$ cat src/rtl/amp_frame_receiver.sv
// amp_frame_receiver
//
// Receive side of the UWB link, placed directly after the power-amplifier
// output. It gives an on-chip loopback point for checking the transmit chain.
// The serial stream idles low. Each bit is held for BIT_CYCLES clocks.
//
// Frame format, 11 slots, LSB first:
//   start(1), D0..D7, P (even parity), stop(0)
//
// The receiver looks for a rising edge of the synchronized line. It samples
// the centre of each slot, then reports the frame with a one-cycle strobe on
// exactly one of DATA_VALID, PARITY_ERR or FRAME_ERR.
//
// Ports
//   CLK          system clock, rising edge
//   RST          synchronous reset, active low
//   AMP_IN       serial amplifier stream, asynchronous to CLK
//   DATA         last good payload byte (holds between good frames)
//   DATA_VALID   one-cycle strobe, DATA updated this cycle
//   PARITY_ERR   one-cycle strobe, frame with bad parity
//   FRAME_ERR    one-cycle strobe, stop bit sampled high
//   BUSY         high whenever the receiver is not idle
//   FRAME_COUNT  count of good frames, wraps
module amp_frame_receiver #(
    parameter int BIT_CYCLES = 16,
    parameter int CNT_W      = 8
) (
    input  logic             CLK,
    input  logic             RST,
    input  logic             AMP_IN,
    output logic [7:0]       DATA,
    output logic             DATA_VALID,
    output logic             PARITY_ERR,
    output logic             FRAME_ERR,
    output logic             BUSY,
    output logic [CNT_W-1:0] FRAME_COUNT
);

    localparam int BC_W = (BIT_CYCLES > 2) ? $clog2(BIT_CYCLES) : 1;

    // The first sample lands half a bit after the edge. Every later sample
    // lands a full bit after the previous one.
    localparam logic [BC_W-1:0] HALF_RELOAD = BC_W'(BIT_CYCLES / 2 - 1);
    localparam logic [BC_W-1:0] FULL_RELOAD = BC_W'(BIT_CYCLES - 1);
    localparam logic [3:0]      LAST_DATA_SLOT = 4'd8;

    typedef enum logic [2:0] {
        ST_IDLE,
        ST_START,
        ST_DATA,
        ST_PARITY,
        ST_STOP,
        ST_WAIT_IDLE
    } state_t;

    state_t            state_q, state_d;
    logic              sync1_q, sync1_d;
    logic              sync2_q, sync2_d;
    logic              prev_q, prev_d;
    logic [BC_W-1:0]   bit_cnt_q, bit_cnt_d;
    logic [3:0]        slot_q, slot_d;
    logic [7:0]        shift_q, shift_d;
    logic              par_q, par_d;
    logic [7:0]        data_q, data_d;
    logic              data_valid_q, data_valid_d;
    logic              parity_err_q, parity_err_d;
    logic              frame_err_q, frame_err_d;
    logic [CNT_W-1:0]  frame_count_q, frame_count_d;

    logic s;
    logic rise;
    logic sample_pt;

    assign s         = sync2_q;
    assign rise      = sync2_q & ~prev_q;
    assign sample_pt = (bit_cnt_q == '0);

    always_comb begin
        state_d       = state_q;
        sync1_d       = AMP_IN;
        sync2_d       = sync1_q;
        prev_d        = sync2_q;
        bit_cnt_d     = bit_cnt_q;
        slot_d        = slot_q;
        shift_d       = shift_q;
        par_d         = par_q;
        data_d        = data_q;
        data_valid_d  = 1'b0;
        parity_err_d  = 1'b0;
        frame_err_d   = 1'b0;
        frame_count_d = frame_count_q;

        // One free-running bit timer serves every slot. It is reloaded at the
        // start edge and again at each sample point.
        if (state_q != ST_IDLE) begin
            bit_cnt_d = sample_pt ? FULL_RELOAD : bit_cnt_q - 1'b1;
        end

        case (state_q)
            ST_IDLE: begin
                if (rise) begin
                    state_d   = ST_START;
                    bit_cnt_d = HALF_RELOAD;
                end
            end
            ST_START: begin
                if (sample_pt) begin
                    // A start bit that has already dropped at mid-slot is a glitch.
                    if (!s) begin
                        state_d = ST_IDLE;
                    end else begin
                        state_d = ST_DATA;
                        slot_d  = 4'd1;
                    end
                end
            end
            ST_DATA: begin
                if (sample_pt) begin
                    shift_d = {s, shift_q[7:1]};
                    slot_d  = slot_q + 4'd1;
                    if (slot_q == LAST_DATA_SLOT) begin
                        state_d = ST_PARITY;
                    end
                end
            end
            ST_PARITY: begin
                if (sample_pt) begin
                    par_d   = s;
                    state_d = ST_STOP;
                end
            end
            ST_STOP: begin
                if (sample_pt) begin
                    if (s) begin
                        // Framing failure takes priority; parity is not reported.
                        frame_err_d = 1'b1;
                        state_d     = ST_WAIT_IDLE;
                    end else if (^{shift_q, par_q}) begin
                        parity_err_d = 1'b1;
                        state_d      = ST_IDLE;
                    end else begin
                        data_d        = shift_q;
                        data_valid_d  = 1'b1;
                        frame_count_d = frame_count_q + 1'b1;
                        state_d       = ST_IDLE;
                    end
                end
            end
            ST_WAIT_IDLE: begin
                // Hold off until the line drops so a stuck-high line cannot re-arm.
                if (!s) begin
                    state_d = ST_IDLE;
                end
            end
            default: begin
                state_d = ST_IDLE;
            end
        endcase
    end

    always_ff @(posedge CLK) begin
        if (!RST) begin
            state_q       <= ST_IDLE;
            sync1_q       <= 1'b0;
            sync2_q       <= 1'b0;
            prev_q        <= 1'b0;
            data_q        <= 8'h00;
            data_valid_q  <= 1'b0;
            parity_err_q  <= 1'b0;
            frame_err_q   <= 1'b0;
            frame_count_q <= '0;
        end else begin
            state_q       <= state_d;
            sync1_q       <= sync1_d;
            sync2_q       <= sync2_d;
            prev_q        <= prev_d;
            data_q        <= data_d;
            data_valid_q  <= data_valid_d;
            parity_err_q  <= parity_err_d;
            frame_err_q   <= frame_err_d;
            frame_count_q <= frame_count_d;
        end
    end

    // These registers are always written before they are read within a frame.
    always_ff @(posedge CLK) begin
        bit_cnt_q <= bit_cnt_d;
        slot_q    <= slot_d;
        shift_q   <= shift_d;
        par_q     <= par_d;
    end

    assign DATA        = data_q;
    assign DATA_VALID  = data_valid_q;
    assign PARITY_ERR  = parity_err_q;
    assign FRAME_ERR   = frame_err_q;
    assign BUSY        = (state_q != ST_IDLE);
    assign FRAME_COUNT = frame_count_q;

endmodule

$ cat config.mk
export PLATFORM = sky130hd
export DESIGN_NAME = amp_frame_receiver
export DESIGN_NICKNAME = d
export VERILOG_FILES = /design/src/rtl/amp_frame_receiver.sv
export SDC_FILE = /design/constraint.sdc
export NUM_CORES = 1
export LEC_CHECK = 0
export CORE_UTILIZATION = 30
export CTS_BUF_LIST = sky130_fd_sc_hd__clkbuf_8
export CTS_CLUSTER_SIZE = 25
export DETAILED_ROUTE_END_ITERATION = 8
export SYNTH_ARGS = -nofsm -noshare
export SYNTH_HDL_FRONTEND = slang
export SYNTH_SLANG_ARGS = --single-unit
$ cat constraint.sdc
create_clock -name CLK -period 5.58 [get_ports CLK]
set_input_delay 1.116 -clock CLK [delete_from_list [all_inputs] [get_ports CLK]]
set_output_delay 1.116 -clock CLK [all_outputs]
set_load 0.01 [all_outputs]
# Word-level counts from Yosys, hierarchy flattened
# Cells that the tools add are included.
# totals
ff_bits	42
elab_cells	70
# op_classes
add_sub_neg	3
eq_ne	14
muxes	21
n_bitwise	7
n_reduce_logical	12
# ops
operator	n
$mux 4	7
$mux 3	8
$pmux 3 s6	1
$ne 2x2->1 const B	8
$reduce_xor 9->1	1
$add 8x1->8 const B	1
$pmux 4 s2	1
$reduce_and 4->1	2
$reduce_and 7->1	1
$eq 3x2->1 const B	2
$eq 3x3->1 const B	2
$not 1->1	6
$add 4x1->4 const B	1
$eq 4x4->1 const B	1
$logic_not 4->1	1
$reduce_and 2->1	2
$reduce_or 4->1	1
$sub 4x1->4 const B	1
$eq 3x1->1 const B	1
$logic_not 3->1	1
$mux 1	3
$reduce_and 3->1	1
$reduce_bool 3->1	1
$mux 2	1
other kinds (2)	2

# Longest topological paths before layout
# Gate-level depths: netlist of the first run.
# logic_depth
word_depth	5
ltp_mapped	8
ltp_nobuf	7

# Worst setup path after synthesis of the first run
# Ideal clock, no wire load.
# synth_path
path_type	reg2out
start	reg state_q[2]
end	out BUSY
arrival_time_ns	1.018
required_ns	4.464
path_slack_ns	3.446
path_stages_with_launch	4
n_path_buf	2
cell_sequence	dfxtp_1 -> clkbuf_1 -> or3_1 -> clkbuf_1
# synth_via
elab_chain_len	1
# synth_rtl
item	line_no	source
from (decl)	56	state_t state_q, state_d;
from (signal assigned)	173	state_q <= state_d;
$reduce_bool 3->1	197	assign BUSY = (state_q != ST_IDLE);
to (decl)	35	output logic BUSY,
# Every way passes these cells.

# Worst setup path after layout of the first run
# layout_path
start	reg state_q[0]
end	out BUSY
# The elaborated chain is that of the path after synthesis.

==> reports/metrics.sh, run 1 <==
OUTCOME='finished, final reports clean'
SYNTH_TOP_AREA_SHARE_PCT=31.35
CLKSLEWWORSTSETUPHOLDPATHS_NS=0.07
ANTENNA-DIODE-COUNT=0
HOLD_CLASS='reg2reg'
START_UTIL_PCT=31.28
HOLD_FIX_BUFFERS_AT_CTS=0
POST_SYNTH_INST_COUNT=188
GRT_PASS1_VIAS=1293
SYNTH_NETS=195
FINALNETCOUNT=213
CTS_REPAIR_RESIZE_COUNT=0
ANTENNA_VIOLATIONS_BEFORE_REPAIR=0
YS_SEQ_AREA_SHARE_PCT=52.43
MAXSLEWVIOLCOUNT=0
MAXSLEWHEADROOM_PCT=35.20
SYNTH_EDF_COUNT=13
CTSROOTBUFFERMASTER='clkbuf_8'
WORSTMARGINPINSLEW_NS=0.9651
CP.BUFFERS_INVERTERS=1
PLACE_HPWL_UM=2416
PLACE_AREA_UM2=2126
AREA_GROWTH_PCT=19.19
WORSTSETUPENDPOINTTYPE='primary output'
GLOBALROUTE.TOTALOVERFLOW=0
YS.FLOP_TYPE='dfxtp_1'
SYNTH_AREA_LEADER_CELL='dfxtp_1'
POST_SYNTH_NUM_CELL_TYPES=35
SETUP_SLACK_NS=2.562
SYNTH.AREA.TOP_CELLS='dfxtp_1, edfxtp_1, a21oi_1'
DR_DRC_COUNT=0
VIAS_PER_CELL=5.032
DETAILEDROUTE.FIRSTPASSITERATIONCOUNT=4
SYNTH_AREA_PER_CELL_UM2=9.850
SYNTH-ASYNC-RESET-RATIO_PCT=0
WORST_PATH_DOMINANT_CELL_FAMILY='flip-flops'
MAXUSEDROUTINGLAYER='met4'
TIMING.FINAL.CRIT_SHARE_PCT=54.09
GRT_USAGE_PCT=12.04
STATIC-LEAKAGE-POWER_nW=0.7301
ROUTE.MET2.WL_UM=1531
PLACE.GP.CONGESTION=0.7354
POSTSYNTHREGISTERBITS=42
TOTALNEGATIVESETUPSLACK_NS=0
DRTANTENNAVIOLNETS=0
CP-STARTPOINT='state_q[0]'
MAXIMUM_NUMBER_OF_PINS_ON_ONE_NET_BEFORE_GLOBAL_ROUTE_REPAIR=22
DIE_W_UM=80.57
CTS_BUFFER_DEPTH=2
YOSYS_WARNINGS=0
SLOWEST_STAGE_DELAY_CP_NS=0.65
LAYOUT.AREA.SEQ_UM2=970.9
MAX_CAPACITANCE_VIOLATION_COUNT=0
DESIGN_AREA_UM2=2207
FINAL-HOLD-VIOLATION-COUNT=0
MAX_CLOCK_FREQ_MHz=331.3
IOS=23
DATA_ARRIVAL_TIME_OF_THE_CRITICAL_PATH_NS=1.90
WORST_CLOCK_SKEW_NS=0.007209
UNREPAIRED_SETUP_ENDPOINTS_AFTER_GLOBAL_ROUTING='false'
DRIVE_GT1_SHARE_PCT=4.831
CRITICALPATHCATEGORY='reg2out'
POSTCTSSETUPBUFFERS=0
YOSYSMOSTFREQUENTCELL='dfxtp_1'
TIMING.CRITICAL_PATH.CELLS='or3_1, clkdlybuf4s50_1'
DRT-MET1-WL_UM=1834
FINALSETUPVIOLCOUNT=0
NUM_VIAS=1419
PLACEDCELLCOUNT=274
FILLCELLCOUNT=594
WORST_SETUP_SP_TYPE='flip-flop'
CTS_SINKS=42
CLKLATENCYLATEPIN_NS=0.30
LAYOUT_MIN_CYCLE_TIME_NS=3.018
POWER-PER-CELL-AREA_nW_PER_UM2=274.2
CTS_INSERTED_BUFFERS=5
DIE_HEIGHT_UM=80.57
POST-PLACE-WS_NS=2.891
SYNTHTOPCELLSBYCOUNT='dfxtp_1, a21oi_1, o21ai_0'
CRIT_SLOWEST_CELL='dfxtp_1'
FP.DIEAREA_UM2=6491
PEAKVDDDROP_V=0.0001217
SYNTHESIS.AREA_UM2=1852
TRITONCTS_CLOCK_TREE='yes'
CTS-HTREE-LEVELS=2
CRIT-REG2REG-LAUNCH='bit_cnt_q[0]'
WIRE_LENGTH_OF_THE_FIRST_GLOBAL_ROUTING_PASS_UM=6009
WORSTPATHMAXFANOUT=16
DETAILROUTE.WIRELENGTH.MET3_UM=160
TIMING.HOLD.WORST.START='sync1_q'
DRT_ITER0_MARKERS=64
CORE_AREA_UM2=5921
WIRE_PER_INST_UM=12.70
WORSTPATHREQUIRED_NS=4.46
FINAL_CELLS=282
MULTI_INPUT_COMB_AREA_UM2=799.5
FLOORPLAN.ROWS=28
PLACE.PORT_BUFFERS=22
DRT-TOTAL-WL_UM=3580
through the flow:
stage | util [%] | power, mW | hold slack, ns
2_1_floorplan | - | 0.4053 | 0.4118
3_5_place_dp | 35.90 | 0.4223 | 0.4251
5_1_grt | 37.28 | 0.6348 | 0.4638
6_report | 37.28 | 0.6051 | 0.4400
4_1_cts | 37.28 | 0.6080 | 0.4428
3_3_place_gp | 35.90 | 0.4210 | 0.4188
sequential cells by signal, indices dropped and copies added (netlist names):
register and cells:
shift_q 8, par_q 1, sync1_q 1, DATA_VALID 1, PARITY_ERR 1, DATA 8, FRAME_ERR 1, state_q 3
slot_q 4, prev_d 1, bit_cnt_q 4, FRAME_COUNT 8, prev_q 1
placed cells by master, fill, tap and decap left out, drive strengths merged, types with 5 or more instances in the layout:
master / Yosys / final
inv: 9 / 10
clkbuf: 10 / 5
o31ai: 5 / 5
dfxtp: 29 / 29
o21ai: 15 / 15
nand2: 7 / 7
a21oi: 18 / 18
nor3: 9 / 9
nor2: 8 / 8
clkdlybuf4s50: 0 / 22
nand3: 13 / 13
edfxtp: 13 / 13
xnor2: 5 / 5
cell families after synthesis:
family | after synthesis | synth area share [%]
buffers and inverters | 21 | 4.392
AND/OR/NAND/NOR | 63 | 19.73
multiplexers | 3 | 1.622
flip-flops | 42 | 52.43
adder cells (fa/ha/maj) | 4 | 2.703
XOR/XNOR | 10 | 5.473
AO/OA/AOI/OAI | 45 | 13.65
cell type report:
cell class                 instances  area share (%)
sequential                        42           43.99
multi-input combinational        125           36.22
timing repair buffer              23           10.32
tap                               75           4.252
clock buffer                       5           3.118
inverter                           9           1.531
clock inverter                     3          0.5669
final timing paths:
kind | to | slack [ns] | cells past startpoint
max reg2reg | FRAME_COUNT[7] | 2.87 | 7
min | prev_d | 0.44 | 1
min reg2reg | prev_d | 0.44 | 1
max | BUSY | 2.56 | 2
metal layers:
layer | track usage, % | up-vias
met4 | 5.357 | 0
met2 | 17.80 | 31
met5 | 0 | -
met3 | 3.182 | 8
met1 | 16.28 | 670
li1 | - | 710
report_power, final:
group | switching (mW) | leakage, nW | internal, mW
Combinational | 0.0321 | 0.331 | 0.0300
Clock | 0.105 | 0.0468 | 0.0843
Sequential | 0.0252 | 0.352 | 0.329
(Power assumes the default switching activity.)
==> run 2: changes to the inputs <==
Clock period 5.58 ns to 2.55 ns, I/O delays scaled along.
==> reports/metrics.sh, run 2 (synthesized netlist as in run 1, its figures left out) <==
GRT_PASS1_VIAS=1331
CTSROOTBUFFERMASTER='clkbuf_8'
MAXSLEWHEADROOM_PCT=57.92
TIMING.FINAL.CRIT_SHARE_PCT=89.59
AREA_GROWTH_PCT=21.89
ANTENNA_VIOLATIONS_BEFORE_REPAIR=0
PLACEDCELLCOUNT=280
DIE_W_UM=80.57
DETAILEDROUTE.FIRSTPASSITERATIONCOUNT=4
GRT_USAGE_PCT=12.60
LAYOUT_MIN_CYCLE_TIME_NS=2.285
DATA_ARRIVAL_TIME_OF_THE_CRITICAL_PATH_NS=2.51
DRT-TOTAL-WL_UM=3578
FINALSETUPVIOLCOUNT=0
HOLD_FIX_BUFFERS_AT_CTS=0
WORSTPATHREQUIRED_NS=2.77
P_SWITCHING_mW=0.3541
DR_DRC_COUNT=0
FINALNETCOUNT=219
PWR-SHARE-SEQ_PCT=55.9
STATIC-LEAKAGE-POWER_nW=0.7645
POWER.SWITCHING_FRACTION_PCT=26.47
MAXSLEWVIOLCOUNT=0
CORE_AREA_UM2=5921
GLOBALROUTE.TOTALOVERFLOW=0
VIAS_PER_CELL=4.993
CLKSLEWWORSTSETUPHOLDPATHS_NS=0.08
IOS=23
FINAL-HOLD-VIOLATION-COUNT=0
FP.DIEAREA_UM2=6491
CRITICALPATHCATEGORY='reg2reg'
FLOORPLAN.ROWS=28
DRTANTENNAVIOLNETS=0
UNREPAIRED_SETUP_ENDPOINTS_AFTER_GLOBAL_ROUTING='false'
POWER_FRAC_COMB_PCT=12.9
CLKPWRFRAC_PCT=31.2
CTS_INSERTED_BUFFERS=5
WORSTMARGINPINSLEW_NS=0.6263
POWER_REPORT.INTERNAL_TOTAL_mW=0.9837
OUTCOME='finished, final reports clean'
TRITONCTS_CLOCK_TREE='yes'
MAX_CAPACITANCE_VIOLATION_COUNT=0
MOST-COMMON-LAYOUT-CELLS='dfxtp_1, clkdlybuf4s50_1, a21oi_1, o21ai_0'
CTS_SINKS=42
WIRE_PER_INST_UM=12.42
MAX_CLOCK_FREQ_MHz=437.7
WIRE_LENGTH_OF_THE_FIRST_GLOBAL_ROUTING_PASS_UM=6341
PLACE.GP.CONGESTION=0.7325
DRIVE_GT1_SHARE_PCT=7.981
CTS_REPAIR_RESIZE_COUNT=0
POSTCTSSETUPBUFFERS=0
CTS_BUFFER_DEPTH=2
PEAKVDDDROP_V=0.0004375
START_UTIL_PCT=31.28
PLACE_HPWL_UM=2485
WORSTPATHMAXFANOUT=6
TOTALNEGATIVESETUPSLACK_NS=0
SETUP_SLACK_NS=0.2655
PLACE.PORT_BUFFERS=22
NUM_VIAS=1438
WORST_CLOCK_SKEW_NS=0.007783
CTS-HTREE-LEVELS=2
WORST_SETUP_SP_TYPE='flip-flop'
MAXIMUM_NUMBER_OF_PINS_ON_ONE_NET_BEFORE_GLOBAL_ROUTE_REPAIR=22
DIE_HEIGHT_UM=80.57
CLKLATENCYLATEPIN_NS=0.29
DRT_ITER0_MARKERS=67
ANTENNA-DIODE-COUNT=0
FINAL_CELLS=288
WORSTSETUPENDPOINTTYPE='flip-flop'
LAYOUT_COMMONEST_CELL='dfxtp_1'
HOLD_CLASS='reg2reg'
POWER-PER-CELL-AREA_nW_PER_UM2=592.7
POST-PLACE-WS_NS=0.2670
## run 2: cell types whose count changed in the layout (fill, tap and decap cells not counted), sizes merged
cell	before	now
buf	1	7
## run 2: per-layer routing
| layer | share of wire [%] | global-route usage [%] | vias to the layer above |
|---|---|---|---|
| met5 | 0 | 0 | - |
| met4 | 0.89 | 3.750 | 0 |
| met3 | 4.1 | 3.182 | 5 |
| met2 | 43 | 19.15 | 35 |
| met1 | 52 | 17.41 | 672 |
| li1 | - | - | 726 |
## run 2: final cells by class
cell class                      instances  area [um2]
Fill cell                             592        3664
Sequential cell                        42       970.9
Multi-Input combinational cell        125       799.5
Timing Repair Buffer                   29       272.8
Tap cell                               75       93.84
Clock buffer                            5       68.82
Inverter                                9       33.78
Clock inverter                          3       17.52
## run 2: critical path, stage by stage (launching register included)
cell and delay, ns:
dfxtp_1 0.34, inv_1 0.06, ha_1 0.19, or3b_1 0.50, nor4b_4 0.29, nand3_1 0.20
or4_1 0.50, a21oi_1 0.14
## run 2: path summary, 6_finish.rpt
kind | start | endpoint | slack (ns) | cells after the start
max | bit_cnt_q[0] | FRAME_COUNT[7] | 0.27 | 7
min reg2reg | sync1_q | prev_d | 0.44 | 1
max reg2reg | bit_cnt_q[0] | FRAME_COUNT[7] | 0.27 | 7
min | sync1_q | prev_d | 0.44 | 1
## run 2: metrics by stage
stage               util, %  area [um2]  power, mW  hold WS, ns
floorplan                 -        1852     0.8869       0.4118
global placement      36.67        2171     0.9346       0.4148
CTS                   38.12        2257      1.359       0.4424
finish                38.12        2257      1.338       0.4360
detailed placement    36.67        2171     0.9356       0.4228
global route          38.12        2257      1.420       0.4679
## run 2: power by group through the flow
stage	Clock, mW	Combinational (mW)	Sequential, mW
finish	0.418	0.172	0.748
global route	0.465	0.200	0.755
CTS	0.438	0.173	0.748
detailed placement	0	0.172	0.763
global placement	0	0.172	0.762
floorplan	0	0.121	0.766
